===== src/rtl/pc_fetch_unit_if.sv =====
// Decoder/LUT-to-fetch-unit bundle: control strobes and branch target in, PC and status out.
interface pc_fetch_unit_if #(
  parameter int D    = 12,
  parameter int OFFW = 8
);
  logic            Start;
  logic            Stall;
  logic            Halt;
  logic            BranchEn;
  logic            Taken;
  logic [D-1:0]    Target;
  logic            RelEn;
  logic [OFFW-1:0] Offset;
  logic            Call;
  logic            Ret;
  logic [D-1:0]    PC;
  logic            Running;
  logic            Done;
  logic [15:0]     InstrCount;
  logic            StackErr;

  modport master (
    output Start, Stall, Halt, BranchEn, Taken, Target, RelEn, Offset, Call, Ret,
    input  PC, Running, Done, InstrCount, StackErr
  );

  modport slave (
    input  Start, Stall, Halt, BranchEn, Taken, Target, RelEn, Offset, Call, Ret,
    output PC, Running, Done, InstrCount, StackErr
  );
endinterface


===== src/rtl/pc_fetch_unit.sv =====
// Program counter / fetch sequencer with IDLE-RUN-DONE control.
// Define CALL_STACK_EN to build the LIFO return-address stack for Call/Ret.
module pc_fetch_unit #(
  parameter int D           = 12,
  parameter int OFFW        = 8,
  parameter int STACK_DEPTH = 4
) (
  input logic           Clk,
  input logic           Reset,
  pc_fetch_unit_if.slave bus
);
  typedef enum logic [1:0] {ST_IDLE, ST_RUN, ST_DONE} state_t;

  state_t      state_q, state_d;
  logic [D-1:0] pc_q, pc_d;
  logic        running_q, running_d;
  logic        done_q, done_d;
  logic [15:0] count_q, count_d;
  logic        err_q, err_d;

  logic [D-1:0] pc_inc;
  logic [D-1:0] pc_rel;

  assign pc_inc = pc_q + D'(1);
  assign pc_rel = pc_q + {{(D-OFFW){bus.Offset[OFFW-1]}}, bus.Offset};

`ifdef CALL_STACK_EN
  localparam int SPW  = $clog2(STACK_DEPTH + 1);
  localparam int IDXW = (STACK_DEPTH > 1) ? $clog2(STACK_DEPTH) : 1;

  logic [D-1:0]    stack_q [STACK_DEPTH];
  logic [D-1:0]    stack_d [STACK_DEPTH];
  logic [SPW-1:0]  sp_q, sp_d;
  logic            stack_empty, stack_full;
  logic [IDXW-1:0] top_idx, push_idx;

  assign stack_empty = (sp_q == '0);
  assign stack_full  = (sp_q == SPW'(STACK_DEPTH));
  assign top_idx     = IDXW'(sp_q - SPW'(1));
  assign push_idx    = IDXW'(sp_q);
`else
  logic unused_ret;
  assign unused_ret = bus.Ret;
`endif

  always_comb begin
    state_d   = state_q;
    pc_d      = pc_q;
    running_d = running_q;
    done_d    = done_q;
    count_d   = count_q;
    err_d     = err_q;
`ifdef CALL_STACK_EN
    sp_d      = sp_q;
    stack_d   = stack_q;
`endif
    unique case (state_q)
      ST_RUN: begin
        if (!bus.Stall) begin
          if (count_q != 16'hFFFF) count_d = count_q + 16'd1;
          if (bus.Halt) begin
            state_d   = ST_DONE;
            running_d = 1'b0;
            done_d    = 1'b1;
          end
`ifdef CALL_STACK_EN
          else if (bus.Ret) begin
            // Underflow still advances so a stray return does not wedge the program.
            if (stack_empty) begin
              pc_d  = pc_inc;
              err_d = 1'b1;
            end else begin
              pc_d = stack_q[top_idx];
              sp_d = sp_q - SPW'(1);
            end
          end else if (bus.Call) begin
            pc_d = bus.Target;
            if (stack_full) begin
              err_d = 1'b1;
            end else begin
              stack_d[push_idx] = pc_inc;
              sp_d              = sp_q + SPW'(1);
            end
          end
`else
          else if (bus.Call) pc_d = bus.Target;
`endif
          else if (bus.BranchEn && bus.Taken) pc_d = bus.Target;
          else if (bus.RelEn) pc_d = pc_rel;
          else pc_d = pc_inc;
        end
      end
      default: begin
        // IDLE and DONE only react to Start.
        if (bus.Start) begin
          state_d   = ST_RUN;
          pc_d      = '0;
          running_d = 1'b1;
          done_d    = 1'b0;
          count_d   = '0;
          err_d     = 1'b0;
`ifdef CALL_STACK_EN
          sp_d      = '0;
`endif
        end
      end
    endcase
  end

  always_ff @(posedge Clk or posedge Reset) begin
    if (Reset) begin
      state_q   <= ST_IDLE;
      pc_q      <= '0;
      running_q <= 1'b0;
      done_q    <= 1'b0;
      count_q   <= '0;
      err_q     <= 1'b0;
`ifdef CALL_STACK_EN
      sp_q      <= '0;
`endif
    end else begin
      state_q   <= state_d;
      pc_q      <= pc_d;
      running_q <= running_d;
      done_q    <= done_d;
      count_q   <= count_d;
      err_q     <= err_d;
`ifdef CALL_STACK_EN
      sp_q      <= sp_d;
`endif
    end
  end

`ifdef CALL_STACK_EN
  for (genvar gi = 0; gi < STACK_DEPTH; gi++) begin : g_stack
    always_ff @(posedge Clk or posedge Reset) begin
      if (Reset) stack_q[gi] <= '0;
      else       stack_q[gi] <= stack_d[gi];
    end
  end
`endif

  assign bus.PC         = pc_q;
  assign bus.Running    = running_q;
  assign bus.Done       = done_q;
  assign bus.InstrCount = count_q;
  assign bus.StackErr   = err_q;
endmodule


===== src/flat_wrapper.sv =====
// flat-port wrapper written by rule: the top's interface ports become plain ports
module pc_fetch_unit_flat 
#(
  parameter int D           = 12,
  parameter int OFFW        = 8,
  parameter int STACK_DEPTH = 4
)
  (Clk, Reset, bus_Start, bus_Stall, bus_Halt, bus_BranchEn, bus_Taken, bus_Target, bus_RelEn, bus_Offset, bus_Call, bus_Ret, bus_PC, bus_Running, bus_Done, bus_InstrCount, bus_StackErr);
  pc_fetch_unit_if #(.D(D), .OFFW(OFFW)) bus_i ();
  input logic Clk;
  input logic Reset;
  input wire logic [$bits(bus_i.Start)-1:0] bus_Start;
  input wire logic [$bits(bus_i.Stall)-1:0] bus_Stall;
  input wire logic [$bits(bus_i.Halt)-1:0] bus_Halt;
  input wire logic [$bits(bus_i.BranchEn)-1:0] bus_BranchEn;
  input wire logic [$bits(bus_i.Taken)-1:0] bus_Taken;
  input wire logic [$bits(bus_i.Target)-1:0] bus_Target;
  input wire logic [$bits(bus_i.RelEn)-1:0] bus_RelEn;
  input wire logic [$bits(bus_i.Offset)-1:0] bus_Offset;
  input wire logic [$bits(bus_i.Call)-1:0] bus_Call;
  input wire logic [$bits(bus_i.Ret)-1:0] bus_Ret;
  output wire logic [$bits(bus_i.PC)-1:0] bus_PC;
  output wire logic [$bits(bus_i.Running)-1:0] bus_Running;
  output wire logic [$bits(bus_i.Done)-1:0] bus_Done;
  output wire logic [$bits(bus_i.InstrCount)-1:0] bus_InstrCount;
  output wire logic [$bits(bus_i.StackErr)-1:0] bus_StackErr;
  assign bus_i.Start = bus_Start;
  assign bus_i.Stall = bus_Stall;
  assign bus_i.Halt = bus_Halt;
  assign bus_i.BranchEn = bus_BranchEn;
  assign bus_i.Taken = bus_Taken;
  assign bus_i.Target = bus_Target;
  assign bus_i.RelEn = bus_RelEn;
  assign bus_i.Offset = bus_Offset;
  assign bus_i.Call = bus_Call;
  assign bus_i.Ret = bus_Ret;
  assign bus_PC = bus_i.PC;
  assign bus_Running = bus_i.Running;
  assign bus_Done = bus_i.Done;
  assign bus_InstrCount = bus_i.InstrCount;
  assign bus_StackErr = bus_i.StackErr;
  pc_fetch_unit #(.D(D), .OFFW(OFFW), .STACK_DEPTH(STACK_DEPTH)) u_core (.Clk(Clk), .Reset(Reset), .bus(bus_i));
endmodule

===== config.mk =====
export PLATFORM = sky130hd
export DESIGN_NAME = pc_fetch_unit_flat
export DESIGN_NICKNAME = d
export VERILOG_FILES = /design/src/rtl/pc_fetch_unit_if.sv /design/src/rtl/pc_fetch_unit.sv /design/src/flat_wrapper.sv
export SDC_FILE = /design/constraint.sdc
export NUM_CORES = 1
export LEC_CHECK = 0
export CORE_MARGIN = 2
export CORE_UTILIZATION = 40
export DETAILED_ROUTE_END_ITERATION = 12
export DONT_BUFFER_PORTS = 1
export SYNTH_ARGS = -nofsm -noshare
export SYNTH_HDL_FRONTEND = slang
export SYNTH_SLANG_ARGS = --single-unit

===== constraint.sdc =====
create_clock -name Clk -period 2.4 [get_ports Clk]
set_clock_uncertainty 0.15 [all_clocks]
set_input_delay 0.48 -clock Clk [delete_from_list [all_inputs] [get_ports Clk]]
set_output_delay 0.48 -clock Clk [all_outputs]
set_load 0.005 [all_outputs]

==> impl_metrics.csv <==
group,metric,value,unit
timing,relSlewSlack,56.5,%
power,irDropWorstVdd,0.390,mV
floorplanning,io_pins,61,
power,powerDensity,908,mW/mm²
global_routing,grt_pass1_vias,1599,
route,drt-total-wl,4910,µm
clock_network,postCtsSetupRepairBufs,0,
clock_network,cts_hold_buf,0,
clock_network,cts.clk_slew.worst_paths,0.07,ns
placed_design,port_buffers,0,
cells_and_area,final_area,0.00224,mm²
floorplanning,die_h,74.9,µm
logic_synthesis,syn_inst,231,
worst_setup_path,r2r_cells,8,
placed_design,placed_area,0.00214,mm²
logic_synthesis,synth-seq-cells,30,
timing,hold_violations,0,
clock_network,cts-root-buf,"clkbuf_8",
clock_network,insertion_delay,0.29,ns
flow_run,max_cap_viol_count,0,
logic_synthesis,netlist_area,0.00201,mm²
route,first_pass_iters,5,
floorplanning,initial_core_util,42.0,%
worst_setup_path,cp-end-kind,"flop",
cells_and_area,area_growth,11.4,%
route,wl_per_cell,16.0,µm
route,route.detailed.drc,0,
cells_and_area,antennaDiodeCount,0,
timing,tightestPinTransition,0.652,ns
timing,setup_tns,0,ns
route,drtIter0Drc,48,
route,ant_nets,0,
status,outcome,"complete, no violations",
timing,rsz0062_at_grt,"false",
clock_network,clockBufferDepth,2,
logic_synthesis,synthDistinctLibCells,41,
logic_synthesis,synth_fp_nets,272,
timing,setup_viol,0,
worst_setup_path,crit_arrival,2.30,ns
timing,period_share,94.9,%
logic_synthesis,yosysWarnings,0,
timing,period_needed,2.28,ns
timing,maxSlewViolCount,0,
worst_setup_path,start_kind,"flop",
worst_setup_path,crit_type,"reg2reg",
power,p_leak,0.986,nW
cells_and_area,fillers,487,
cells_and_area,final_common_cell,"dfrtp_1",
placed_design,placed_cells,300,
logic_synthesis,avgSynthCellArea,8.71,µm²
timing,hold_ws,0.00735,ns
worst_setup_path,cp_max_fo,3,
floorplanning,die_x,74.9,µm
clock_network,htree_levels,2,
clock_network,clock_sinks,30,
timing,fmax,439,MHz
cells_and_area,drive_gt1_share,13.3,%
clock_network,cts_resized,0,
global_routing,antenna_found_initial,0,
placed_design,hpwl,3500,µm
floorplanning,coreArea,0.00479,mm²
placed_design,place_congestion,0.882,
logic_synthesis,seq_area_frac_synth,37.3,%
clock_network,cts_buffers,5,
global_routing,grt_max_degree,31,
global_routing,grt.overflow.total,0,
cells_and_area,finalNetCount,281,
floorplanning,dieArea,0.00561,mm²
worst_setup_path,critPathRequiredTime,2.42,ns
floorplanning,rows,25,
cells_and_area,regArea,751,µm²
cells_and_area,final_cells,307,
clock_network,cts_tree,"built",
cells_and_area,multiInputGateArea,0.00123,mm²
hold_path,hold_path.class,"in2async",
cells_and_area,final_cell_mix,"dfrtp_1 (30), nand3_1 (21), a21oi_1 (20), nand2_1 (18), nor2_1 (18)",
global_routing,grt_pass1_wl,7560,µm
route,vias,1743,
global_routing,grt_util_all_layers,18.2,%
route,drt-vias-per-instance,5.68,
state kept, by name, indices dropped and copies added (netlist names):
| name | flops |
|---|---|
| u_core.bus.InstrCount | 16 |
| u_core.state_q | 1 |
| u_core.bus.Done | 1 |
| u_core.bus.PC | 12 |
routing by layer:
| layer | GRT usage (%) | wire (µm) |
|---|---|---|
| met5 | 0 | 0 |
| met4 | 7.74 | 87 |
| met3 | 5.62 | 333 |
| met2 | 26.6 | 2240 |
| met1 | 24.8 | 2250 |
worst max-delay path, stage by stage (launching register included):
cell,delay (ns)
dfrtp_1,0.42
ha_2,0.22
fa_2,0.39
a211oi_4,0.24
o21ai_2,0.11
a21oi_2,0.17
mux2i_1,0.24
xnor2_1,0.14
o211ai_1,0.09
synth_stat cells:
library cell  instances  area, µm²
dfrtp_1              30        751
a21oi_1              21        105
nand3_1              21        105
nand2_1              18       67.6
nor2_1               18       67.6
o21ai_0              18       90.1
ha_1                 10        125
xnor2_1              10       87.6
and2_1                8       50.1
xor2_1                8       70.1
clkbuf_1              7       26.3
inv_1                 6       22.5
nor3_1                5       25.0
o211ai_1              5       37.5
and3_1                4       25.0
a211oi_1              3       22.5
a21o_1                3       22.5
mux2i_1               3       30.0
nand2b_1              3       18.8
nand4_1               3       18.8
o22ai_1               3       18.8
or3_1                 3       18.8
o31ai_1               2       15.0
or2_2                 2       12.5
a21oi_2               1       8.76
a22oi_1               1       7.51
a31oi_1               1       6.26
and4_1                1       8.76
and4_4                1       11.3
buf_4                 1       7.51
conb_1                1       3.75
fa_1                  1       20.0
nand4_2               1       12.5
nor3b_4               1       18.8
o2111ai_2             1       15.0
o21a_1                1       7.51
o21a_4                1       15.0
o21ai_2               1       8.76
o21bai_1              1       7.51
or3_4                 1       11.3
or3b_1                1       8.76
layout make-up:
| class | instances | area share [%] |
|---|---|---|
| repair buffers | 10 | 3.35 |
| well taps | 67 | 3.74 |
| inverters | 6 | 1.01 |
| flip-flops and latches | 30 | 33.5 |
| clock inverters | 2 | 0.447 |
| multi-input cells | 187 | 54.9 |
| clock buffers | 5 | 3.07 |
cells by family (layout without fill, tap and decap cells):
kind of cell / after synthesis / in the layout / share of synthesized area (%)
compound gates: 63 / 63 / 19.3
xor+xnor: 18 / 18 / 7.84
fa+ha+maj: 11 / 11 / 7.21
buf+inv: 14 / 23 / 2.80
flops: 30 / 30 / 37.3
mux: 3 / 3 / 1.49
other cells: 1 / 1 / 0.186
simple gates: 91 / 91 / 23.9
power by group:
group          switching, mW  internal [mW]
sequential             0.186          0.627
clock                  0.215          0.195
combinational          0.438          0.374
total                  0.839           1.20
metrics by stage:
step	utilization [%]	worst slack, ns	total power [mW]
4_1_cts	46.5	0.0383	2.03
2_1_floorplan	-	0.00506	1.39
3_3_place_gp	44.8	-0.0729	1.60
6_report	46.8	0.123	2.03
5_1_grt	46.8	0.0132	2.19
3_5_place_dp	44.8	-0.0504	1.61
worst paths after layout:
kind | from | end | slack (ns)
min in group Clk | bus_Halt | u_core.bus.Done$_DFFE_PP0P_ | 0.19
worst min register to register | u_core.bus.PC[4]$_DFFE_PP0P_ | u_core.bus.PC[4]$_DFFE_PP0P_ | 0.43
max in group asynchronous | Reset | u_core.bus.InstrCount[15]$_DFFE_PP0P_ | 1.80
worst min-delay path | Reset | u_core.bus.InstrCount[4]$_DFFE_PP0P_ | 0.007
worst max-delay path | u_core.bus.PC[0]$_DFFE_PP0P_ | u_core.bus.PC[8]$_DFFE_PP0P_ | 0.12
worst max register to register | u_core.bus.PC[0]$_DFFE_PP0P_ | u_core.bus.PC[8]$_DFFE_PP0P_ | 0.12
Power figures use the tool's default switching activity.
